==> config.mk <==
export PLATFORM = sky130hd
export DESIGN_NAME = bt_frame_parser
export DESIGN_NICKNAME = d
export VERILOG_FILES = /design/src/rtl/bt_frame_pkg.sv /design/src/rtl/bt_frame_checksum.sv /design/src/rtl/bt_frame_parser.sv
export SDC_FILE = /design/constraint.sdc
export NUM_CORES = 1
export LEC_CHECK = 0
export CAP_MARGIN = 20
export CORE_MARGIN = 2
export CORE_UTILIZATION = 40
export DETAILED_ROUTE_END_ITERATION = 6
export GPL_TIMING_DRIVEN = 0
export PLACE_DENSITY = 0.78
export SKIP_LAST_GASP = 1
export SLEW_MARGIN = 25
export SYNTH_ARGS = -nofsm -noshare
export SYNTH_HDL_FRONTEND = slang
export SYNTH_HIERARCHICAL = 1
export SYNTH_SLANG_ARGS = --single-unit
==> constraint.sdc <==
create_clock -name clk -period 3.1 [get_ports clk]
set_input_delay 0.775 -clock clk [delete_from_list [all_inputs] [get_ports clk]]
set_output_delay 0.775 -clock clk [all_outputs]
set_load 0.02 [all_outputs]
==> src/rtl/bt_frame_pkg.sv <==
// bt_frame_pkg: shared constants and state type for the bluetooth IMU frame parser
package bt_frame_pkg;
  localparam int FRAME_LEN = 11;
  localparam logic [7:0] FRAME_HEADER_DEF = 8'h55;
  localparam logic [7:0] TYPE_ACC = 8'h51;
  localparam logic [7:0] TYPE_GYR = 8'h52;
  localparam logic [7:0] TYPE_ANG = 8'h53;
  typedef enum logic [1:0] {IDLE, SUM, CHECK} state_t;
endpackage

==> src/rtl/bt_frame_checksum.sv <==
// bt_frame_checksum: serial mod-256 sum over bytes 0..9 of a captured frame, one byte per cycle
module bt_frame_checksum import bt_frame_pkg::*; (
  input  logic                       clk,
  input  logic                       rst_n,
  input  logic                       clr,
  input  logic                       en,
  input  logic [8*(FRAME_LEN-1)-1:0] data,
  output logic [7:0]                 sum,
  output logic                       done
);
  logic [3:0] idx;
  // done marks the edge that folds in the final summed byte
  assign done = idx == 4'd9;
  always_ff @(posedge clk or negedge rst_n) begin
    if (!rst_n) begin
      idx <= '0;
      sum <= '0;
    end else if (clr) begin
      idx <= '0;
      sum <= '0;
    end else if (en) begin
      sum <= sum + data[{idx, 3'b000} +: 8];
      idx <= idx + 4'd1;
    end
  end
endmodule

==> src/rtl/bt_frame_parser.sv <==
// bt_frame_parser: validates 11-byte IMU frames and splits them into acc/gyr/ang registers
// BT_FRAME_PARSER_CHECKSUM_EN adds serial checksum verification (latency 11, else 1)
module bt_frame_parser import bt_frame_pkg::*; #(
  parameter int         RX_DATA_BYTE_WIDTH = FRAME_LEN,
  parameter logic [7:0] FRAME_HEADER       = FRAME_HEADER_DEF
) (
  input  logic                            clk,
  input  logic                            rst_n,
  input  logic [8*RX_DATA_BYTE_WIDTH-1:0] rx_data,
  input  logic                            rx_rdy,
  output logic                            rx_ack,
  output logic [15:0]                     acc_x,
  output logic [15:0]                     acc_y,
  output logic [15:0]                     acc_z,
  output logic [15:0]                     gyr_x,
  output logic [15:0]                     gyr_y,
  output logic [15:0]                     gyr_z,
  output logic [15:0]                     ang_x,
  output logic [15:0]                     ang_y,
  output logic [15:0]                     ang_z,
  output logic [2:0]                      upd,
  output logic [15:0]                     frame_cnt,
  output logic [15:0]                     err_cnt
);
  state_t state, nxt;
  logic [8*RX_DATA_BYTE_WIDTH-1:0] shadow;
  logic accept, good;
  logic [2:0] hit;
  logic [15:0] w0, w1, w2;
  assign accept = state == IDLE && rx_rdy;
  assign w0 = shadow[31:16];
  assign w1 = shadow[47:32];
  assign w2 = shadow[63:48];
  assign hit = {shadow[15:8] == TYPE_ANG, shadow[15:8] == TYPE_GYR, shadow[15:8] == TYPE_ACC};
`ifdef BT_FRAME_PARSER_CHECKSUM_EN
  logic [7:0] sum;
  logic done;
  bt_frame_checksum u_sum (
    .clk  (clk),
    .rst_n(rst_n),
    .clr  (accept),
    .en   (state == SUM),
    .data (shadow[79:0]),
    .sum  (sum),
    .done (done)
  );
  assign good = shadow[7:0] == FRAME_HEADER && sum == shadow[87:80];
  always_comb begin
    nxt = accept ? SUM : state == SUM ? (done ? CHECK : SUM) : IDLE;
  end
`else
  assign good = shadow[7:0] == FRAME_HEADER;
  always_comb begin
    nxt = accept ? CHECK : IDLE;
  end
`endif
  always_ff @(posedge clk or negedge rst_n) begin
    if (!rst_n) state <= IDLE;
    else state <= nxt;
  end
  always_ff @(posedge clk or negedge rst_n) begin
    if (!rst_n) begin
      shadow <= '0;
      rx_ack <= 1'b0;
      upd <= '0;
      {acc_x, acc_y, acc_z} <= '0;
      {gyr_x, gyr_y, gyr_z} <= '0;
      {ang_x, ang_y, ang_z} <= '0;
      frame_cnt <= '0;
      err_cnt <= '0;
    end else begin
      rx_ack <= accept;
      upd <= '0;
      if (accept) shadow <= rx_data;
      if (state == CHECK && !good && err_cnt != 16'hFFFF) err_cnt <= err_cnt + 16'd1;
      if (state == CHECK && good) begin
        upd <= hit;
        if (|hit) frame_cnt <= frame_cnt + 16'd1;
        if (hit[0]) {acc_z, acc_y, acc_x} <= {w2, w1, w0};
        if (hit[1]) {gyr_z, gyr_y, gyr_x} <= {w2, w1, w0};
        if (hit[2]) {ang_z, ang_y, ang_x} <= {w2, w1, w0};
      end
    end
  end
endmodule
---- Word level (Yosys, flattened, before mapping) ----
Index checks and enable logic that the tools add are counted.
word-level totals
  register bits after elaboration ......... 246
  input bits .............................. 91
  word-level logic and storage cells ...... 36
operators by class
  add/subtract/negate cells ............... 2
  eq/ne operators ......................... 6
  muxes and demuxes ....................... 2
  reductions and logical operators ........ 11
operators with widths
  operator                                             number
  adder 16 x 1 -> 16 bit, second input constant        2
  equality test 8 x 7 -> 1 bit, second input constant  4
  inequality test 16 bit, second input constant        1
  AND reduction 2 bit                                  4
  logical AND 1 bit                                    4
  two-way mux 3 bit                                    1
  OR reduction 3 bit                                   1
  equality test 2 bit, second input constant           1
  logical NOT 2 bit                                    1
  two-way mux 2 bit                                    1
  logical NOT 1 bit                                    1

---- Logic depth before layout (Yosys ltp) ----
  word-level depth ........................ 4
  mapped depth ............................ 7
  mapped depth without buffers ............ 5

---- Least setup slack after synthesis ----
Ideal clock, no wire load.
  path kind ............................... register to register
  start ................................... register state[1]
  end ..................................... register gyr_x[0]
  data arrival time ....................... 2.124 ns
  required time ........................... 2.973 ns
  path slack .............................. 0.848 ns
  cell stages (with the launch flop) ...... 8
  period minus slack after synthesis ...... 2.252 ns
  path through ............................ dfrtp_1 > nand4bb_1 > or4_1 > buf_2 > nor3b_4 > buf_6 > buf_6 > mux2_1
between the ends
  cells in the longest elaborated chain, start to end .. 3
RTL lines
  what                           line                   RTL
  start, declared                bt_frame_parser.sv:25  state_t state, nxt;
  start signal, assigned         bt_frame_parser.sv:59  else state <= nxt;
  equality test 2 bit            bt_frame_parser.sv:76  if (state == CHECK && good) begin
  logical AND 1 bit              bt_frame_parser.sv:76
  AND reduction 2 bit (no line)  n/a
  end signal, assigned           bt_frame_parser.sv:80  if (hit[1]) {gyr_z, gyr_y, gyr_x} <= {w2, w1, w0};
  end, declared                  bt_frame_parser.sv:15  output logic [15:0] gyr_x,
No other way between the ends.
A chain may end at the register's enable or synchronous reset.

---- Final worst setup path ----
  start ................................... register shadow[7]
  end ..................................... register gyr_x[0]
between the ends
  cells in the longest elaborated chain, start to end .. 3
RTL lines
  what                           line                   RTL
  start, declared                bt_frame_parser.sv:26  logic [8*RX_DATA_BYTE_WIDTH-1:0] shadow;
  start signal, assigned         bt_frame_parser.sv:74  if (accept) shadow <= rx_data;
  equality test 8 x 7 -> 1 bit   bt_frame_parser.sv:52  assign good = shadow[7:0] == FRAME_HEADER;
  logical AND 1 bit              bt_frame_parser.sv:76
  AND reduction 2 bit (no line)  n/a
No other way between the ends.

==> run metrics <==
status=finished clean; Most common cell on crit path=buf_6; WS Path Type=reg -> reg; sequential share of power=48.4%; CTS buffer count=27; Period Utilization, post-route=86.9%; Final setup viols=0; first-pass iteration count of the detailed router=6; startpoint types=flip-flop; Net Count, Synth=693; Slew @ Worst Pin=approximately 0.78 ns; WL final=21.6 mm; Yosys reg bits=approximately 240; Netlist cell types=33; Switching Fraction=between 20% and 30%; core area=~23,000 um^2; DR vias/cell=approximately 4.9; global-route usage over all layers=17.6%; Via Count=just under 6,000; post_cts resized=0; Fmax achieved=371 MHz; Rows=56; I/O Pins=271; CP max-delay cell=or4_1; Clock Root Buffer=clkbuf_16; R2R depth=7; CP endpoint kind=flip-flop; Placer Congestion=0.828; CP required=3.49 ns; Die Y=about 160 um; arrival time at the worst endpoint=3.09 ns; reg-to-reg startpoint=shadow[7]; # DRC=0; crit-path max cell delay=0.56 ns; Clock Pin Slew Worst Setup and Hold Paths=0.06 ns; Worst Hold Class=in -> async; Final Hold Violating Endpoints=0; first-pass GRT wire length=approximately 34 mm; Fin Hold WS=between 0.2 and 0.25 ns; Synth Warn #=6; initial antenna violation count=2; # port buffers=246; clock sinks=244; die width=158 um; P_sw=1.63 mW; area leader, netlist=dfrtp_1; Post-Syn Area=between 9000 and 10,000 um^2; Max Cap Viol=0; Core Util, Final=56.8%; leakage power=approximately 6.1 nW; global route overflow=0; initial drt markers=165; Final ANT Viol Nets=0; Layout area overhead=40.7%; Initial Utilization=40.4%; crit-path max FO=10; layout cell share with drive strength beyond 1=27.9%; worst skew pair latency=0.52 ns; H-tree lvl count=1; CP startpoint=shadow[7]; max_slew headroom=48.1%; Crit Reg-Reg Endpoint=gyr_x[0]; Logic pwr share=7.5%; top cells by area, synth=dfrtp_1 65%, mux2_2 23%, xor2_1 2.6%; Max Clock Skew=roughly 0.012 ns; largest net degree at the start of global routing=91; vias in the first global route=6,240; RSZ-0062 raised after global routing=no; syn_area_per_cell=about 16 um^2; Post-DP HPWL=15.4 mm; Reg2Reg Setup Slack=0.41 ns; CP endpoint=gyr_x[0]; internal power=5.62 mW; share of the synthesized area in the top cell type=64.8%; Final #Nets=970; wire per inst=17.8 um; die area=24,800 um^2; post-synthesis sequential area ratio=~65%; critical-path cell list=nand4bb_1 > or4_1 > buf_2 > nor3b_4 > buf_6 > buf_6 > mux2_1; # Post-CTS Setup Buffers=0; clock network fraction of total power=between 40% and 50%; Clock Path Buffers=3; Setup TNS=0 ns; Mapped Cells=600; CTS Hold Bufs=0; PwrDens=547 nW/um^2; final critical-path required period=2.69 ns; peak supply drop=0.418 mV; Max Slew Vio Count=0; CTS tree=yes
power by group through the flow:
stage                     clock (mW)  combinational, mW  sequential (mW)
after floorplan                    0              0.228             3.56
after CTS                       3.28              0.556             3.51
after global routing            3.41              0.598             3.54
after global placement             0              0.531             3.57
after detailed placement           0              0.554             3.57
final                           3.19              0.545             3.51
state kept, by name (all words and copies together), names as in the netlist, 3 cells and up:
name / count
acc_x: 16
gyr_x: 16
upd: 3
ang_y: 16
acc_y: 16
err_cnt: 16
gyr_z: 16
gyr_y: 16
frame_cnt: 16
ang_x: 16
shadow: 64
ang_z: 16
acc_z: 16
cell families (layout without fill, tap and decap cells):
family / after synthesis / count (layout) / synth area share, %
compound gates: 3 / 3 / 0.239
xor+xnor: 29 / 29 / 2.69
fa+ha+maj: 2 / 2 / 0.265
buf+inv: 29 / 324 / 1.63
flops: 244 / 244 / 64.8
mux: 211 / 211 / 25.2
other cells: 0 / 3 / 0
simple gates: 82 / 82 / 5.18
cell usage in the layout, fill, tap and decap left out, types with 2 or more instances in the layout:
cell type,Yosys,layout
inv_1,2,2
nand3_1,9,9
clkbuf_16,0,27
buf_2,3,3
clkbuf_8,0,9
and4_1,5,5
clkinv_2,0,3
buf_1,2,2
mux2_2,191,191
and3_1,3,3
bufinv_16,0,2
dfrtp_1,244,244
xor2_1,28,28
buf_4,5,5
nor3_1,14,14
clkdlybuf4s50_1,0,245
diode_2,0,3
mux2_1,20,20
o2111ai_1,2,2
nor4_1,8,8
nand4bb_1,3,3
nand4_1,5,5
or4_1,2,2
buf_6,3,3
nor3b_1,4,4
nor2_1,10,10
nand2_1,11,11
buf_16,0,2
clkbuf_1,14,18
ha_1,2,2
cells in the mapped netlist:
library cell,instances
o2111ai_1,2
or3b_1,1
clkbuf_1,14
or4_1,2
ha_1,2
and3_1,3
mux2_2,191
nand4b_1,1
nor2_2,1
nand2b_1,1
nor4_1,8
nand3_1,9
dfrtp_1,244
nor2_1,10
buf_6,3
nor3b_1,4
xnor2_1,1
nor4bb_1,1
mux2_1,20
o21ai_0,1
inv_1,2
buf_4,5
nor2b_1,1
nand4_1,5
nor3b_4,1
and2_1,1
nand2_1,11
and4_1,5
nand4bb_1,3
nor3_1,14
buf_2,3
buf_1,2
xor2_1,28
worst min path at each step:
stage	startpoint	end	slack (ns)	cells after the start
global route	rst_n	gyr_x[9]	0.24	1
detailed placement	gyr_x[12]	gyr_x[12]	0.47	1
finish	rst_n	gyr_x[9]	0.21	1
global placement	frame_cnt[15]	frame_cnt[15]	0.46	1
CTS	rst_n	gyr_x[9]	0.22	1
floorplan	shadow[12]	shadow[12]	0.47	1
metal layers:
metal	vias to the layer above	global-route usage [%]	routed length, um
li1	2712	-	-
met1	2988	22.6	9170
met2	193	28.2	10100
met3	40	5.92	1840
met4	0	5.32	527
met5	-	0	0
metrics by stage:
| stage | instance area [um^2] | worst slack (ns) | total power [mW] | cells |
|---|---|---|---|---|
| 2_1_floorplan | 9430 | 0.848 | 3.79 | 600 |
| 3_3_place_gp | 12300 | -9.11 | 4.10 | 1165 |
| 3_5_place_dp | 12300 | 0.00744 | 4.12 | 1167 |
| 4_1_cts | 13300 | 0.363 | 7.35 | 1214 |
| 5_1_grt | 13300 | 0.258 | 7.55 | 1214 |
| 6_report | 13300 | 0.407 | 7.25 | 1217 |
area by class of cell:
| cell class | count | area (um^2) |
|---|---|---|
| fillers | 1875 | 10100 |
| flip-flops and latches | 244 | 6110 |
| multi-input cells | 327 | 3170 |
| repair buffers | 248 | 2520 |
| clock buffers | 40 | 815 |
| well taps | 319 | 399 |
| plain buffers | 27 | 146 |
| clock inverters | 7 | 91.3 |
| inverters | 2 | 7.51 |
| diodes | 3 | 7.51 |
worst max-delay path: cells and delay by family (launching register included):
kind,cells,cell delay (ns)
AND/OR/NAND/NOR,3,1.25
buffers and inverters,3,0.61
flip-flops,1,0.37
multiplexers,1,0.33
Power figures use the tool's default switching activity.
